$ cat config.mk
export PLATFORM = sky130hd
export DESIGN_NAME = mux_nx1_pipe
export DESIGN_NICKNAME = d
export VERILOG_FILES = /design/src/rtl/mux_nx1_pipe_pkg.sv /design/src/rtl/rr_arbiter_n.sv /design/src/rtl/mux_nx1_pipe.sv
export SDC_FILE = /design/constraint.sdc
export NUM_CORES = 1
export LEC_CHECK = 0
export CAP_MARGIN = 5
export CORE_AREA = 4 4 41 43
export DETAILED_ROUTE_END_ITERATION = 10
export DIE_AREA = 0 0 45 47
export PLACE_DENSITY = 0.77
export SLEW_MARGIN = 20
export SYNTH_ARGS = -nofsm -noshare
export SYNTH_HDL_FRONTEND = slang
export SYNTH_SLANG_ARGS = --single-unit
export TNS_END_PERCENT = 5
$ cat constraint.sdc
create_clock -name clk -period 1 [get_ports clk]
set_input_delay 0.2 -clock clk [delete_from_list [all_inputs] [get_ports clk]]
set_output_delay 0.2 -clock clk [all_outputs]
set_load 0.01 [all_outputs]
$ cat src/rtl/mux_nx1_pipe_pkg.sv
// Shared constants and helpers for the N:1 registered mux family.
//   MODE_SEL    : explicit channel select via the sel port
//   MODE_RR     : round-robin arbitration among valid inputs
//   clog2_min1  : index width for N channels, never narrower than 1 bit
package mux_nx1_pipe_pkg;

  localparam int MODE_SEL = 0;
  localparam int MODE_RR  = 1;

  function automatic int clog2_min1(input int n);
    int r;
    r = $clog2(n);
    return (r < 1) ? 1 : r;
  endfunction

endpackage

$ cat src/rtl/rr_arbiter_n.sv
// Round-robin arbiter: grants the first requester found searching from ptr
// upward, wrapping modulo N.
//   req        : per-channel request
//   ptr        : highest-priority channel this cycle (must be < N)
//   gnt_valid  : at least one request present
//   gnt_idx    : index of granted channel
//   gnt_onehot : one-hot form of the grant (all zero when no request)
module rr_arbiter_n
  import mux_nx1_pipe_pkg::*;
#(
  parameter  int N  = 4,
  localparam int SW = clog2_min1(N)
) (
  input  logic [N-1:0]  req,
  input  logic [SW-1:0] ptr,
  output logic          gnt_valid,
  output logic [SW-1:0] gnt_idx,
  output logic [N-1:0]  gnt_onehot
);

  localparam int unsigned NU = N;

  always_comb begin
    int unsigned idx;
    idx        = 0;
    gnt_valid  = 1'b0;
    gnt_idx    = '0;
    gnt_onehot = '0;
    for (int unsigned k = 0; k < NU; k++) begin
      // ptr + k never exceeds 2N-2, so one conditional subtract wraps it
      idx = 32'(ptr) + k;
      if (idx >= NU) idx = idx - NU;
      if (!gnt_valid && req[SW'(idx)]) begin
        gnt_valid               = 1'b1;
        gnt_idx                 = SW'(idx);
        gnt_onehot[SW'(idx)]    = 1'b1;
      end
    end
  end

endmodule

$ cat src/rtl/mux_nx1_pipe.sv
// N-way, W-bit selector with a registered output stage and valid/ready
// handshake on both sides.
//   clk, rst   : clock; synchronous active-low reset
//   in_data    : flattened channel data, channel i at [i*W +: W]
//   in_valid   : per-channel valid
//   in_ready   : per-channel ready (combinational, only the granted channel)
//   sel        : explicit channel select (MODE_SEL only)
//   out_data   : registered selected data
//   out_src    : registered index of the channel that supplied out_data
//   out_valid  : output register holds valid data
//   out_ready  : downstream accepts out_data this cycle
module mux_nx1_pipe
  import mux_nx1_pipe_pkg::*;
#(
  parameter  int W    = 5,
  parameter  int N    = 2,
  parameter  int MODE = MODE_SEL,
  localparam int SW   = clog2_min1(N)
) (
  input  logic           clk,
  input  logic           rst,
  input  logic [N*W-1:0] in_data,
  input  logic [N-1:0]   in_valid,
  output logic [N-1:0]   in_ready,
  input  logic [SW-1:0]  sel,
  output logic [W-1:0]   out_data,
  output logic [SW-1:0]  out_src,
  output logic           out_valid,
  input  logic           out_ready
);

  logic          load;
  logic          gnt_ok;
  logic          xfer;
  logic [SW-1:0] gnt;
  logic [N-1:0]  gnt_oh;
  logic [W-1:0]  gnt_data;

  // Gating with rst keeps in_ready low while reset is held, since any
  // transfer in that cycle would be discarded anyway.
  assign load = rst && (!out_valid || out_ready);

  generate
    if (MODE == MODE_RR) begin : g_rr
      logic [SW-1:0] ptr;
      logic          unused_sel;

      assign unused_sel = ^sel;

      rr_arbiter_n #(.N(N)) u_arb (
        .req        (in_valid),
        .ptr        (ptr),
        .gnt_valid  (gnt_ok),
        .gnt_idx    (gnt),
        .gnt_onehot (gnt_oh)
      );

      // Pointer moves past the winner only on an actual transfer.
      always_ff @(posedge clk) begin
        if (!rst)      ptr <= '0;
        else if (xfer) ptr <= (32'(gnt) == N - 1) ? '0 : gnt + 1'b1;
      end
    end else begin : g_sel
      assign gnt = sel;

      // Out-of-range sel decodes to no grant at all.
      always_comb begin
        gnt_oh = '0;
        for (int unsigned i = 0; i < N; i++) begin
          gnt_oh[i] = (32'(sel) == i);
        end
      end

      assign gnt_ok = |gnt_oh;
    end
  endgenerate

  assign in_ready = load ? gnt_oh : '0;
  assign xfer     = gnt_ok && |(in_valid & in_ready);

  always_comb begin
    gnt_data = '0;
    for (int unsigned i = 0; i < N; i++) begin
      if (gnt_oh[i]) gnt_data = in_data[i*W +: W];
    end
  end

  always_ff @(posedge clk) begin
    if (!rst) begin
      out_valid <= 1'b0;
      out_data  <= '0;
      out_src   <= '0;
    end else if (xfer) begin
      out_valid <= 1'b1;
      out_data  <= gnt_data;
      out_src   <= gnt;
    end else if (out_ready) begin
      out_valid <= 1'b0;
    end
  end

endmodule

==> results.toml, run 1 <==
[run_status]
status = "complete, but fails checks"
violations = "setup timing"

[die]
ios = 25
rows = 13
dieHeight_microns = 47
core_area_sq_um = 1300
die_x_microns = 45
dieArea_sq_um = 2120
initial_core_util_pct = 27.3

[power_and_ir_drop]
clkPwrFrac_pct = 32.5
p_seq_share_pct = 40.3
p_switching_uw = 203
ir_drop_mv = 0.656
p_comb_share_pct = 27.2
swShare_pct = 25.7
p_per_area_nw_per_um2 = 1180
internal_power_uw = 584
leakagePower_uw = 0.000340
power.total_uw = 787

[final_layout]
syn2layout_area_growth_pct = 88.4
final_layout_size_suffix_gt1_share_pct = 38.2
layout.nets = 85
antenna_cells = 0
n_fill_cell = 132
fin_util_pct = 51.4

[global_route]
grt-ovfl-total = 0
grt_pass1_wl_mm = 1.36
grt_util_all_layers_pct = 9.44
antenna_found_initial = 0
grt_pass1_vias = 345
grt_max_degree = 9

[synthesis]
syn_inst = 35
synth_top_area_share_pct = 39.4
synth_edf_count = 0
synth_cell_type_count = 14
dominantRegCellSynth = "dfxtp_1"
synth-async-reset-ratio_pct = 0
seq_area_frac_synth_pct = 39.4
yosys-top-cells-count = "mux2i_1 (10), dfxtp_1 (7), nand2_1 (6)"
postSynthAreaPerCell_sq_um = 10.2
synth_most_common_cell = "mux2i_1"
synth_top_area_cell = "dfxtp_1"
synth_warnings = 0
synthesis.nets = 51
synth-seq-cells = 7
synthTopCellsByArea = "dfxtp_1 (39%), mux2i_1 (28%), nand2_1 (6.3%)"
syn_area_sq_um = 355

[clock_tree]
clkSinkCount = 7
path_clk_slew_ns = 0.05
cts_tree = "done"
clock_path_buffers = 2
root_buffer = "clkbuf_4"
postCtsHoldBufs = 0
clk_latency_ns = 0.25
htree_num_levels = 1
cts_buffers = 3

[timing]
fin_crit_ns = 1.11
finalHoldViolCount = 0
fin_crit_sh_pct = 111
fin_ws_ns = -0.114
setup-violations-final = 8
slew_violations = 0
tns_ns = -0.469
tightest_slew_ns = 0.207
whs_ns = 0.320
clock_skew_ns = 0.00135
slew_headroom_pct = 86.0
max_freq_mhz = 897
rsz0062_at_grt = "yes"

[routing]
vias = 380
drc = 0
viasPerCell = 4.58
postRouteWirelength_microns = 899
ant_nets = 0
post_drt_wl_per_cell_microns = 10.8
first_pass_iters = 4
drtIter0Drc = 4

[critical_path]
required_ns = 0.80
worstSetupPathType = "register to output port"
cpPeakStageDelay_ns = 0.33
cp_slowest_cell = "dfxtp_2"
worstPathCellList = "nand2b_4 -> nand2_4 -> nor2_1 -> buf_2"
start_kind = "register"
worstPathMaxFanout = 2
critPathArrivalTime_ns = 0.91
cp-end-kind = "output port"

[place]
pre_cts_ws_ns = -0.700
gp_congestion = 0.704
io_buffers = 24
dp_hpwl_microns = 743

[flow_run]
maxCapViolCount = 0

[worst_hold_path]
hold_path.class = "input pin to register"
==> worst max-delay path: cells and delay by family (launching register included) <==
family	cells	cell delay (ns)
flops	1	0.33
buf+inv	1	0.13
simple gates	3	0.20
==> placed cells by master, fill, tap and decap left out, types with 3 or more instances in the layout <==
cell,n
dlygate4sd2_1,5
nand2_1,5
dfxtp_1,6
clkdlybuf4s50_1,10
buf_4,5
mux2i_1,10
buf_6,3
clkbuf_4,3
buf_2,7
==> final cells by class <==
| cell class | instances | area (sq um) | area share (%) |
|---|---|---|---|
| Inverter | 1 | 3.75 | 0.561 |
| Multi-Input combinational cell | 25 | 224 | 33.5 |
| Sequential cell | 7 | 141 | 21.1 |
| Timing Repair Buffer | 31 | 255 | 38.1 |
| Clock buffer | 4 | 26.3 | 3.93 |
| Tap cell | 15 | 18.8 | 2.80 |
==> flip-flops by register name (all words and copies together), names as in the netlist <==
register and flops:
out_data 5, out_src 1, out_valid 1
==> per-layer routing <==
| layer | track usage [%] | vias up | wire length [microns] |
|---|---|---|---|
| met5 | 0 | - | 0 |
| met4 | 1.75 | 0 | 0 |
| met3 | 7.66 | 0 | 128 |
| met2 | 16.7 | 18 | 452 |
| met1 | 8.51 | 173 | 317 |
| li1 | - | 189 | - |
==> per-stage QoR <==
stage | area [sq um] | instances
final | 669 | 83
after global routing | 669 | 83
after CTS | 656 | 83
after detailed placement | 643 | 78
after global placement | 643 | 78
after floorplan | 355 | 35
==> final timing paths <==
kind / startpoint / end / slack [ns] / cells after the start
min: in_valid[0] / out_src$_SDFFE_PN0P_ / 0.32 / 2
max reg2reg: out_valid$_SDFFE_PN0P_ / out_data[1]$_SDFFE_PN0P_ / -0.04 / 5
min reg2reg: out_data[0]$_SDFFE_PN0P_ / out_data[0]$_SDFFE_PN0P_ / 0.46 / 2
max: out_valid$_SDFFE_PN0P_ / in_ready[1] / -0.11 / 4
==> power by group through the flow <==
stage	Clock, uW	Sequential (uW)	Combinational [uW]
final	256	317	214
after global routing	283	320	230
after CTS	270	318	208
after detailed placement	0	323	230
after global placement	0	321	228
after floorplan	0	334	78.4
==> cells by family after synthesis <==
kind of cell	count (synthesis)	synth area share [%]
simple gates	10	15.1
flops	7	39.4
buf+inv	3	5.63
mux	11	32.4
compound gates	4	7.39
==> timing repair <==
item	4_1_cts	5_1_grt
resized for setup	43	7
gates cloned	0	0
endpoints found under the hold margin	0	0
pin swaps	3	4
setup buffers	1	0
endpoints found under the setup margin	16	11
(Power assumes the default switching activity.)
==> run 2, diff against run 1 <==
- CAP_MARGIN: 5 -> 10
- DONT_BUFFER_PORTS: not set -> 1
- PLACE_DENSITY: 0.77 -> 0.51
==> run 2 against run 1 <==
- the run still ends with setup timing left
- maximum frequency is 9.0% higher
- hold slack worse by 0.26 ns
- critical endpoint unchanged
- critical path type unchanged
- highest routed layer unchanged
- critical path depth is 1 lower
- power is 14% lower
- flip-flop and latch count stayed put
- sequential power is 5% higher
- cell area is 36% lower
==> results.toml, run 2 (synthesized netlist as in run 1, its figures left out) <==
[run_status]
status = "complete, but fails checks"
violations = "setup timing"

[die]
ios = 25
initial_core_util_pct = 27.3
rows = 13
dieHeight_microns = 47
die_x_microns = 45
dieArea_sq_um = 2120
core_area_sq_um = 1300

[routing]
postRouteWirelength_microns = 836
ant_nets = 0
vias = 269
viasPerCell = 4.98
post_drt_wl_per_cell_microns = 15.5
first_pass_iters = 1
drtIter0Drc = 0
drc = 0

[global_route]
grt_util_all_layers_pct = 9.18
grt_pass1_wl_mm = 1.32
grt_pass1_vias = 291
grt-ovfl-total = 0
antenna_found_initial = 0
grt_max_degree = 10

[final_layout]
antenna_cells = 0
reg.largest.list = "out_data (5), out_src (1), out_valid (1)"
layout_commonest_cell = "mux2i_1"
multi_input_area_sq_um = 225
largest_reg_flops = 5
n_fill_cell = 143
layout.nets = 56
layout_common_cells = "mux2i_1 (10), dfxtp_1 (6), nand2_1 (5)"
seqCellArea_sq_um = 141
layoutNonFillerInstCount = 54
final_layout_size_suffix_gt1_share_pct = 30.8
syn2layout_area_growth_pct = 21.1
top_register = "out_data"

[timing]
whs_ns = 0.0631
clock_skew_ns = 0.000974
rsz0062_at_grt = "yes"
fin_ws_ns = -0.0225
setup-violations-final = 2
tightest_slew_ns = 0.197
finalHoldViolCount = 0
fin_crit_ns = 1.02
max_freq_mhz = 978
slew_headroom_pct = 86.8
fin_crit_sh_pct = 102
slew_violations = 0

[place]
dp_hpwl_microns = 622
io_buffers = 0
dp.cells = 49
gp_congestion = 0.651
pre_cts_ws_ns = 0.00515

[clock_tree]
postCtsHoldBufs = 0
clock_path_buffers = 2
root_buffer = "clkbuf_4"
cts_tree = "done"
clkSinkCount = 7
cts_buffers = 3
path_clk_slew_ns = 0.05
htree_num_levels = 1
clk_latency_ns = 0.25

[critical_path]
start_kind = "register"
worstPathMaxFanout = 2
worstSetupPathType = "register to output port"
cp_slowest_cell = "dfxtp_2"
cp-end-kind = "output port"
cp_top_family = "flip-flops"
critical_path_buf_inv_count = 0
worstPathCellList = "nand2b_4 -> nand2_4 -> nor2_4"
required_ns = 0.80
critPathArrivalTime_ns = 0.82
cpPeakStageDelay_ns = 0.33

[power_and_ir_drop]
ir_drop_mv = 0.581
internal_power_uw = 508
p_switching_uw = 172
clkPwrFrac_pct = 37.9
p_per_area_nw_per_um2 = 1580
p_seq_share_pct = 48.9
swShare_pct = 25.3
leakagePower_uw = 0.000201
p_comb_share_pct = 13.1

[worst_hold_path]
hold_path.class = "input pin to register"

[flow_run]
maxCapViolCount = 0
-- run 2: cell count changes in the layout (fill, tap and decap cells not counted), sizes merged --
cell,before,now
dlygate4sd2,5,0
clkdlybuf4s50,10,0
clkbuf,5,4
buf,15,2
-- run 2: power by group through the flow --
stage                     Combinational, uW  Sequential [uW]  Clock [uW]
final                                  89.2              332         258
after detailed placement               76.7              338           0
after global placement                 73.3              338           0
after floorplan                        78.4              334           0
after global routing                   98.9              335         291
after CTS                              90.8              334         275
-- run 2: metal layers --
metal | global-route usage (%) | share of wire [%] | wire (microns)
met1 | 9.15 | 34 | 282
met2 | 15.5 | 52 | 431
met3 | 4.60 | 15 | 122
met4 | 5.26 | 0 | 0
met5 | 0 | 0 | 0
-- run 2: repair_timing --
action / CTS / global route
setup endpoints to repair: 2 / 7
setup buffers: 1 / 0
pin swaps: 2 / 3
resized for setup: 8 / 0
endpoints found under the hold margin: 0 / 0
-- run 2: final cells by class --
type,instances,area share (%)
inverters,1,0.872
well taps,15,4.36
multi-input cells,25,52.3
repair buffers,2,3.49
flip-flops and latches,7,32.8
clock buffers,4,6.10
-- run 2: worst paths after layout --
check,startpoint,end,slack (ns),cells after the start
worst max-delay path,out_valid$_SDFFE_PN0P_,in_ready[1],-0.02,3
worst min-delay path,in_valid[0],out_src$_SDFFE_PN0P_,0.06,1
worst max register to register,out_valid$_SDFFE_PN0P_,out_data[1]$_SDFFE_PN0P_,0.07,4
worst min register to register,out_data[0]$_SDFFE_PN0P_,out_data[0]$_SDFFE_PN0P_,0.51,2
-- run 2: worst reg2reg max path: stages, from the launching register on --
cell	delay [ns]
dfxtp_2	0.35
nand2b_4	0.07
buf_4	0.16
nand3_4	0.11
mux2i_1	0.19
-- run 2: per-stage QoR --
step | power (uW) | cell area (sq um) | util [%] | TNS (ns)
3_5_place_dp | 414 | 365 | 28.1 | 0
3_3_place_gp | 411 | 365 | 28.1 | 0
6_report | 679 | 430 | 33.1 | -0.0448
4_1_cts | 699 | 430 | 33.1 | -0.0949
2_1_floorplan | 412 | 355 | - | 0
5_1_grt | 725 | 430 | 33.1 | -0.115
==> run 3, diff against run 2 <==
- CTS_CLUSTER_DIAMETER: not set -> 60
- TNS_END_PERCENT: 5 -> 1
==> results of run 3 <==
The final DEF is identical to that of run 2; final timing and power are the same.
